`src/rtl/serial_adder.sv`:
```
// Bit-serial WIDTH-bit adder: one full_adder cell reused LSB-first with a registered carry.
// Result and done pulse WIDTH+1 cycles after an accepted start; start is ignored (not queued) while busy.

module full_adder (
  input  logic a_i,
  input  logic b_i,
  input  logic ci_i,
  output logic s_o,
  output logic co_o
);
  assign s_o  = a_i ^ b_i ^ ci_i;
  assign co_o = (a_i & b_i) | (ci_i & (a_i ^ b_i));
endmodule

module serial_adder #(
  parameter int WIDTH = 8
) (
  input  logic             clk,
  input  logic             rst,
  input  logic             start,
  input  logic [WIDTH-1:0] a,
  input  logic [WIDTH-1:0] b,
  input  logic             cin,
  output logic             busy,
  output logic             done,
  output logic [WIDTH-1:0] sum,
  output logic             cout
);
  localparam int CW = $clog2(WIDTH);

  typedef enum logic [1:0] {IDLE, RUN, DONE} state_t;

  state_t           state_q, state_d;
  logic [WIDTH-1:0] a_sh_q, a_sh_d;
  logic [WIDTH-1:0] b_sh_q, b_sh_d;
  logic [WIDTH-1:0] res_sh_q, res_sh_d;
  logic             carry_q, carry_d;
  logic [CW-1:0]    cnt_q, cnt_d;
  logic [WIDTH-1:0] sum_q, sum_d;
  logic             cout_q, cout_d;

  logic fa_s, fa_co;

  full_adder u_fa (
    .a_i  (a_sh_q[0]),
    .b_i  (b_sh_q[0]),
    .ci_i (carry_q),
    .s_o  (fa_s),
    .co_o (fa_co)
  );

  always_comb begin
    state_d  = state_q;
    a_sh_d   = a_sh_q;
    b_sh_d   = b_sh_q;
    res_sh_d = res_sh_q;
    carry_d  = carry_q;
    cnt_d    = cnt_q;
    sum_d    = sum_q;
    cout_d   = cout_q;

    case (state_q)
      IDLE, DONE: begin
        // DONE accepts a new start just like IDLE so back-to-back runs lose only one cycle
        if (start) begin
          a_sh_d  = a;
          b_sh_d  = b;
          carry_d = cin;
          cnt_d   = '0;
          state_d = RUN;
        end else begin
          state_d = IDLE;
        end
      end
      RUN: begin
        carry_d  = fa_co;
        res_sh_d = {fa_s, res_sh_q[WIDTH-1:1]};
        a_sh_d   = a_sh_q >> 1;
        b_sh_d   = b_sh_q >> 1;
        cnt_d    = cnt_q + CW'(1);
        if (cnt_q == CW'(WIDTH - 1)) begin
          sum_d   = {fa_s, res_sh_q[WIDTH-1:1]};
          cout_d  = fa_co;
          state_d = DONE;
        end
      end
      default: state_d = IDLE;
    endcase
  end

  always_ff @(posedge clk) begin
    if (rst) begin
      state_q  <= IDLE;
      a_sh_q   <= '0;
      b_sh_q   <= '0;
      res_sh_q <= '0;
      carry_q  <= 1'b0;
      cnt_q    <= '0;
      sum_q    <= '0;
      cout_q   <= 1'b0;
    end else begin
      state_q  <= state_d;
      a_sh_q   <= a_sh_d;
      b_sh_q   <= b_sh_d;
      res_sh_q <= res_sh_d;
      carry_q  <= carry_d;
      cnt_q    <= cnt_d;
      sum_q    <= sum_d;
      cout_q   <= cout_d;
    end
  end

  assign busy = (state_q == RUN);
  assign done = (state_q == DONE);
  assign sum  = sum_q;
  assign cout = cout_q;

endmodule

```
`config.mk`:
```
export PLATFORM = sky130hd
export DESIGN_NAME = serial_adder
export DESIGN_NICKNAME = d
export VERILOG_FILES = /design/src/rtl/serial_adder.sv
export SDC_FILE = /design/constraint.sdc
export NUM_CORES = 1
export LEC_CHECK = 0
export ABC_AREA = 1
export BUFFER_PORTS_ARGS = -buffer_cell sky130_fd_sc_hd__buf_2
export CAP_MARGIN = 20
export CORE_MARGIN = 2
export CORE_UTILIZATION = 30
export DETAILED_ROUTE_END_ITERATION = 7
export SLEW_MARGIN = 20
export SYNTH_ARGS = -nofsm -noshare
export SYNTH_HDL_FRONTEND = slang
export SYNTH_SLANG_ARGS = --single-unit
```
`constraint.sdc`:
```
create_clock -name clk -period 3.2 [get_ports clk]
set_input_delay 0.64 -clock clk [delete_from_list [all_inputs] [get_ports clk]]
set_output_delay 0.64 -clock clk [all_outputs]
set_load 0.01 [all_outputs]
```
==> flow_metrics.py, run 1 <==
metrics = {
    "run_status": {
        "outcome": "finished clean",
    },
    "synthesis": {
        "netlist.area_leader.share_pct": 42.6,
        "synth-seq-cells": 38,
        "seq_area_frac_synth_pct": 42.6,
        "synth_cells": 252,
        "syn-num-nets": 275,
        "ys_warn_count": 0,
        "avgSynthCellArea_um2": 7.09,
        "synthTopCellsByArea": "dfxtp_1, nand3_1, nand2_1",
        "synth_area_um2": 1790,
        "ys_types": 18,
        "yosysTopAreaCell": "dfxtp_1",
    },
    "timing": {
        "drv_slew": 0,
        "grt_setup_unrepaired": "no",
        "clock_skew_ns": 0.00749,
        "worst_slew_pin_slew_ns": 0.761,
        "timing.final.ws_setup_ns": 1.01,
        "fin_crit_sh_pct": 68.5,
        "finalSetupViolations": 0,
        "setup-tns-final_ns": 0,
        "final_hold_viol_count": 0,
        "max_freq_mhz": 456,
        "period_needed_ns": 2.19,
        "maxSlewHeadroom_pct": 49.2,
    },
    "clocking": {
        "post-cts-setup-buffers": 0,
        "clk_pin_slew_ns": 0.07,
        "root_buffer": "clkbuf_8",
        "cts.sinks": 38,
        "ctsHoldBuffers": 0,
        "cts_tree": "built",
        "cts_buffer_depth": 2,
        "cts.repair.resized": 0,
        "clkLatencyLatePin_ns": 0.29,
        "cts_buffers": 5,
        "htreeDepth": 2,
    },
    "critical_path": {
        "required_ns": 2.56,
        "slowest_stage": "dfxtp_1",
        "cp_top_family": "flip-flops",
        "critPathLaunchType": "flip-flop",
        "path_cells": "inv_2 -> nor2_4 -> buf_2",
        "regToRegSetupSlack_ns": 1.33,
        "end_kind": "output pin",
        "critPathKind": "flip-flop to output pin",
        "worstPathMaxFanout": 18,
        "crit_arrival_ns": 1.55,
        "path_buf_inv": 2,
        "max_stage_delay_ns": 0.70,
    },
    "layout": {
        "fin_cells": 349,
        "diodes": 0,
        "drive_above_1_share_pct": 16.1,
        "final_cell_mix": "nand2_1, nand3_1, dfxtp_1",
        "regArea_um2": 761,
        "final_nets": 297,
        "fin_util_pct": 34.0,
        "multi_input_area_um2": 764,
        "area_growth_pct": 11.5,
        "nFillCells": 645,
        "final_common_cell": "nand2_1",
    },
    "route": {
        "wl_um": 3760,
        "detail_route.wl_per_cell_um": 10.8,
        "drc": 0,
        "dr.pass1.iters": 4,
        "drtIter0Drc": 134,
        "ant_nets": 0,
        "vias": 1541,
        "viasPerCell": 4.42,
    },
    "pwr": {
        "p_per_area_nw_per_um2": 498,
        "ir_worst_vdd_mv": 0.182,
        "power.leakage_nw": 0.991,
        "power_mw": 0.991,
    },
    "place": {
        "place_hpwl_um": 2560,
        "pre_cts_ws_ns": 1.30,
        "io_buffers": 30,
        "globalplace.congestion": 0.760,
        "dp.cells": 342,
    },
    "floorplan": {
        "die_area_um2": 6580,
        "num_rows": 28,
        "die_h_um": 81.1,
        "initial_core_util_pct": 30.5,
        "fp.coreArea_um2": 5850,
        "die_x_um": 81.1,
        "ios": 31,
    },
    "global_route": {
        "grt_usage_pct": 13.2,
        "antenna_found_initial": 0,
        "grt_pass1_vias": 1496,
        "grt_max_degree": 38,
        "globalRouteOverflowTotal": 0,
        "grt_pass1_wl_um": 6660,
    },
    "hold_path": {
        "hold_path_class": "flip-flop to flip-flop",
    },
    "run": {
        "maxCapViolCount": 0,
    },
}
[kinds of logic after synthesis]
logic type | Yosys count | synth area share [%]
and+or+nand+nor | 138 | 34.4
buffers and inverters | 52 | 14.6
DFF | 38 | 42.6
AOI/OAI and AO/OA | 21 | 5.89
adders and majority gates | 3 | 2.52
[per-stage QoR]
step                hold slack, ns  area [µm²]
CTS                          0.469        1990
finish                       0.465        1990
detailed placement           0.454        1910
global route                 0.488        1990
global placement             0.453        1910
floorplan                    0.428        1790
[final timing paths]
check,start,to,cells after the start
worst max-delay path,state_q[0]$_SDFFE_PP0P_,busy,3
worst min-delay path,sum[0]$_SDFFE_PP0P_,sum[0]$_SDFFE_PP0P_,2
worst max register to register,state_q[0]$_SDFFE_PP0P_,sum[4]$_SDFFE_PP0P_,6
worst min register to register,sum[0]$_SDFFE_PP0P_,sum[0]$_SDFFE_PP0P_,2
[report_power, final]
group,switching (mW),total [mW],leakage (nW),internal [mW]
clock network,0.169,0.315,0.0438,0.146
logic,0.0933,0.151,0.635,0.0579
registers,0.0190,0.525,0.312,0.506
total,0.281,0.991,0.991,0.710
[cell usage after synthesis]
cell type	number
clkbuf_1	1
dfxtp_1	38
ha_1	2
o21ai_0	9
nand3b_1	3
a21oi_1	12
nor3_1	15
nand2_2	3
buf_6	5
nand2_1	47
buf_2	4
buf_4	6
inv_2	2
fa_1	1
inv_1	34
nor2_4	1
nor2_1	28
nand3_1	41
[flip-flops by register name (all words and copies together) (netlist names)]
register  cells
a_sh_q        8
cnt_q         3
b_sh_q        8
cout          1
carry_q       1
sum           8
res_sh_q      7
state_q       2
[layout make-up]
class                           count  area share, %
Clock buffer                        5           3.46
Clock inverter                      2          0.503
Inverter                           36           6.79
Multi-Input combinational cell    162           38.4
Sequential cell                    38           38.2
Tap cell                           75           4.71
Timing Repair Buffer               31           7.92
[worst min-delay path: cells and delay by family (launching register included)]
family	cells	cell delay, ns
AOI/OAI and AO/OA	1	0.05
DFF	1	0.31
and+or+nand+nor	1	0.06
[routing by layer]
metal / vias to the layer above / routed length [µm] / GRT usage, %
met1: 667 / 1900 / 17.2
li1: 836 / - / -
met3: 2 / 244 / 5.11
met4: 0 / 26 / 4.75
met5: - / 0 / 0
met2: 36 / 1590 / 19.7
Note: power is estimated with default switching activity, not from simulation.
==> run 2, diff against run 1 <==
--- a/config.mk
+++ b/config.mk
@@ -5,7 +5,7 @@
 export SDC_FILE = /design/constraint.sdc
 export NUM_CORES = 1
 export LEC_CHECK = 0
-export ABC_AREA = 1
+export ABC_AREA = 0
 export BUFFER_PORTS_ARGS = -buffer_cell sky130_fd_sc_hd__buf_2
 export CAP_MARGIN = 20
 export CORE_MARGIN = 2
==> constraint.sdc (replaced) <==
create_clock -name clk -period 2.1 [get_ports clk]
set_input_delay 0.42 -clock clk [delete_from_list [all_inputs] [get_ports clk]]
set_output_delay 0.42 -clock clk [all_outputs]
set_load 0.01 [all_outputs]
==> run 2 against run 1 <==
Net effect: highest routed layer unchanged; first-iteration DRC count fell by 15%; largest cell class is now flip-flops and latches; synthesized cell count down 25%; core utilization grew 1.7 points; sequential power grew 48%; clock power up 62%; global-route usage decreased by 0.77 points; critical path type unchanged; sequential share of layout area grew 4.1 points; final cell count decreased by 18%.
==> flow_metrics.py, run 2 <==
metrics = {
    "timing": {
        "max_freq_mhz": 613,
        "drv_slew": 0,
        "maxSlewHeadroom_pct": 53.6,
        "worst_hold_slack_ns": 0.380,
        "timing.final.ws_setup_ns": 0.470,
        "grt_setup_unrepaired": "no",
        "finalSetupViolations": 0,
        "final_hold_viol_count": 0,
        "clock_skew_ns": 0.00760,
        "worst_slew_pin_slew_ns": 0.697,
        "fin_crit_sh_pct": 77.6,
        "period_needed_ns": 1.63,
        "setup-tns-final_ns": 0,
    },
    "global_route": {
        "grt_pass1_vias": 1230,
        "antenna_found_initial": 0,
        "globalRouteOverflowTotal": 0,
        "grt_usage_pct": 12.4,
        "grt_pass1_wl_um": 5350,
        "grt_max_degree": 44,
    },
    "hold_path": {
        "hold_path_depth": 3,
        "worstHoldStart": "a[7]",
        "min_to": "a_sh_q[7]$_SDFFE_PP0P_",
        "hold_path_class": "input pin to flip-flop",
    },
    "route": {
        "viasPerCell": 4.64,
        "detail_route.wl_per_cell_um": 11.6,
        "dr.pass1.iters": 4,
        "ant_nets": 0,
        "drc": 0,
        "wl_um": 3320,
        "drtIter0Drc": 114,
        "vias": 1322,
    },
    "clocking": {
        "cts.sinks": 38,
        "cts.repair.resized": 0,
        "cts_buffer_depth": 2,
        "post-cts-setup-buffers": 0,
        "ctsHoldBuffers": 0,
        "cts_tree": "built",
        "cts_buffers": 5,
        "clk_pin_slew_ns": 0.07,
        "root_buffer": "clkbuf_8",
        "clkLatencyLatePin_ns": 0.29,
        "htreeDepth": 2,
    },
    "critical_path": {
        "r2r_end": "sum[2]$_SDFFE_PP0P_",
        "crit_arrival_ns": 1.21,
        "worstPathMaxFanout": 20,
        "max_stage_delay_ns": 0.38,
        "slowest_stage": "dfxtp_1",
        "regToRegSetupSlack_ns": 0.67,
        "critPathLaunchType": "flip-flop",
        "reg2regPathDepth": 5,
        "cp_top_family": "buffers and inverters",
        "required_ns": 1.68,
        "rr_startpoint": "cnt_q[0]$_SDFFE_PP0P_",
        "critPathKind": "flip-flop to output pin",
        "path_cells": "nand2b_1 -> inv_2 -> buf_2",
        "end_kind": "output pin",
        "path_buf_inv": 2,
    },
    "floorplan": {
        "num_rows": 26,
        "die_h_um": 75.6,
        "die_x_um": 75.6,
        "fp.coreArea_um2": 5040,
        "initial_core_util_pct": 30.5,
        "ios": 31,
        "die_area_um2": 5720,
    },
    "run": {
        "maxCapViolCount": 0,
    },
    "layout": {
        "nFillCells": 558,
        "diodes": 0,
        "final_common_cell": "nand2_1",
        "design_area_um2": 1800,
        "area_growth_pct": 16.9,
        "regArea_um2": 761,
        "fin_util_pct": 35.7,
        "fin_cells": 285,
        "final_cell_mix": "nand2_1, dfxtp_1, buf_2",
        "multi_input_area_um2": 676,
        "drive_above_1_share_pct": 19.5,
        "final_nets": 237,
    },
    "pwr": {
        "p_per_area_nw_per_um2": 801,
        "power_mw": 1.44,
        "power.leakage_nw": 0.717,
        "ir_worst_vdd_mv": 0.228,
    },
    "synthesis": {
        "synth_cells": 189,
        "synth_area_um2": 1540,
        "synthTopCellsByArea": "dfxtp_1, nand2_1, a311oi_1",
        "syn-num-nets": 212,
        "synthArstFlopShare_pct": 0,
        "synthTopCellsByCount": "nand2_1, dfxtp_1, a21oi_1",
        "ys_types": 17,
        "yosysTopAreaCell": "dfxtp_1",
        "netlist.area_leader.share_pct": 49.4,
        "synth_flop_cell": "dfxtp_1",
        "synth-edff-count": 0,
        "ys_warn_count": 0,
        "yosysMostFrequentCell": "nand2_1",
        "avgSynthCellArea_um2": 8.14,
        "synth-seq-cells": 38,
        "seq_area_frac_synth_pct": 49.4,
    },
    "place": {
        "io_buffers": 30,
        "place_area_um2": 1710,
        "place_hpwl_um": 2130,
        "pre_cts_ws_ns": 0.680,
        "globalplace.congestion": 0.676,
        "dp.cells": 277,
    },
    "run_status": {
        "outcome": "finished clean",
    },
}
==> run 2: changes by cell type after synthesis, sizes merged, moves of 2 or more <==
cell / before / now
a21oi: 12 / 21
a311oi: 0 / 15
buf: 15 / 10
clkbuf: 1 / 6
inv: 36 / 1
nand2: 50 / 57
nand2b: 0 / 3
nand3: 41 / 14
nand3b: 3 / 1
nor2: 29 / 17
nor2b: 0 / 2
nor3: 15 / 0
o21ai: 9 / 0
==> run 2: worst max path at each step <==
stage                                        from                  end  slack, ns  depth (start not counted)
after floorplan           state_q[1]$_SDFFE_PP0P_                 busy       0.83                          5
after CTS                 state_q[0]$_SDFFE_PP0P_                 busy       0.46                          3
after detailed placement    cnt_q[0]$_SDFFE_PP0P_  sum[2]$_SDFFE_PP0P_       0.68                          5
after global routing      state_q[0]$_SDFFE_PP0P_                 busy       0.38                          3
after global placement      cnt_q[0]$_SDFFE_PP0P_  sum[6]$_SDFFE_PP0P_       0.70                          5
final                     state_q[0]$_SDFFE_PP0P_                 busy       0.47                          3
==> run 2: area by class of cell <==
cell class / instances / area share (%)
Timing Repair Buffer: 34 / 10.0
Clock buffer: 7 / 4.80
Sequential cell: 38 / 42.3
Inverter: 1 / 0.209
Multi-Input combinational cell: 134 / 37.6
Clock inverter: 1 / 0.278
Tap cell: 70 / 4.87
==> run 2: layer usage <==
layer / global-route usage, % / part of all wire (%) / vias to the layer above
met2: 19.9 / 45 / 25
met5: 0 / 0 / -
li1: - / - / 687
met4: 4.68 / 1.8 / 0
met1: 15.4 / 48 / 604
met3: 4.37 / 4.6 / 6
==> run 2: cell families after synthesis <==
| family | after synthesis | synth area share [%] |
|---|---|---|
| AND/OR/NAND/NOR | 94 | 25.1 |
| flip-flops | 38 | 49.4 |
| AO/OA/AOI/OAI | 37 | 15.9 |
| buffers and inverters | 17 | 6.67 |
| adder cells (fa/ha/maj) | 3 | 2.93 |
==> run 2: report_power, final <==
part           switching (mW)  internal, mW  total [mW]  leakage, nW
Clock                   0.246         0.265       0.510       0.0482
Combinational          0.0942        0.0581       0.152        0.359
Sequential             0.0212         0.758       0.779        0.310
Total                   0.361          1.08        1.44        0.717
==> run 2: worst min-delay path, cell delays in order <==
cell and delay [ns]:
buf_2 0.10, nand2_1 0.05, a21oi_1 0.05
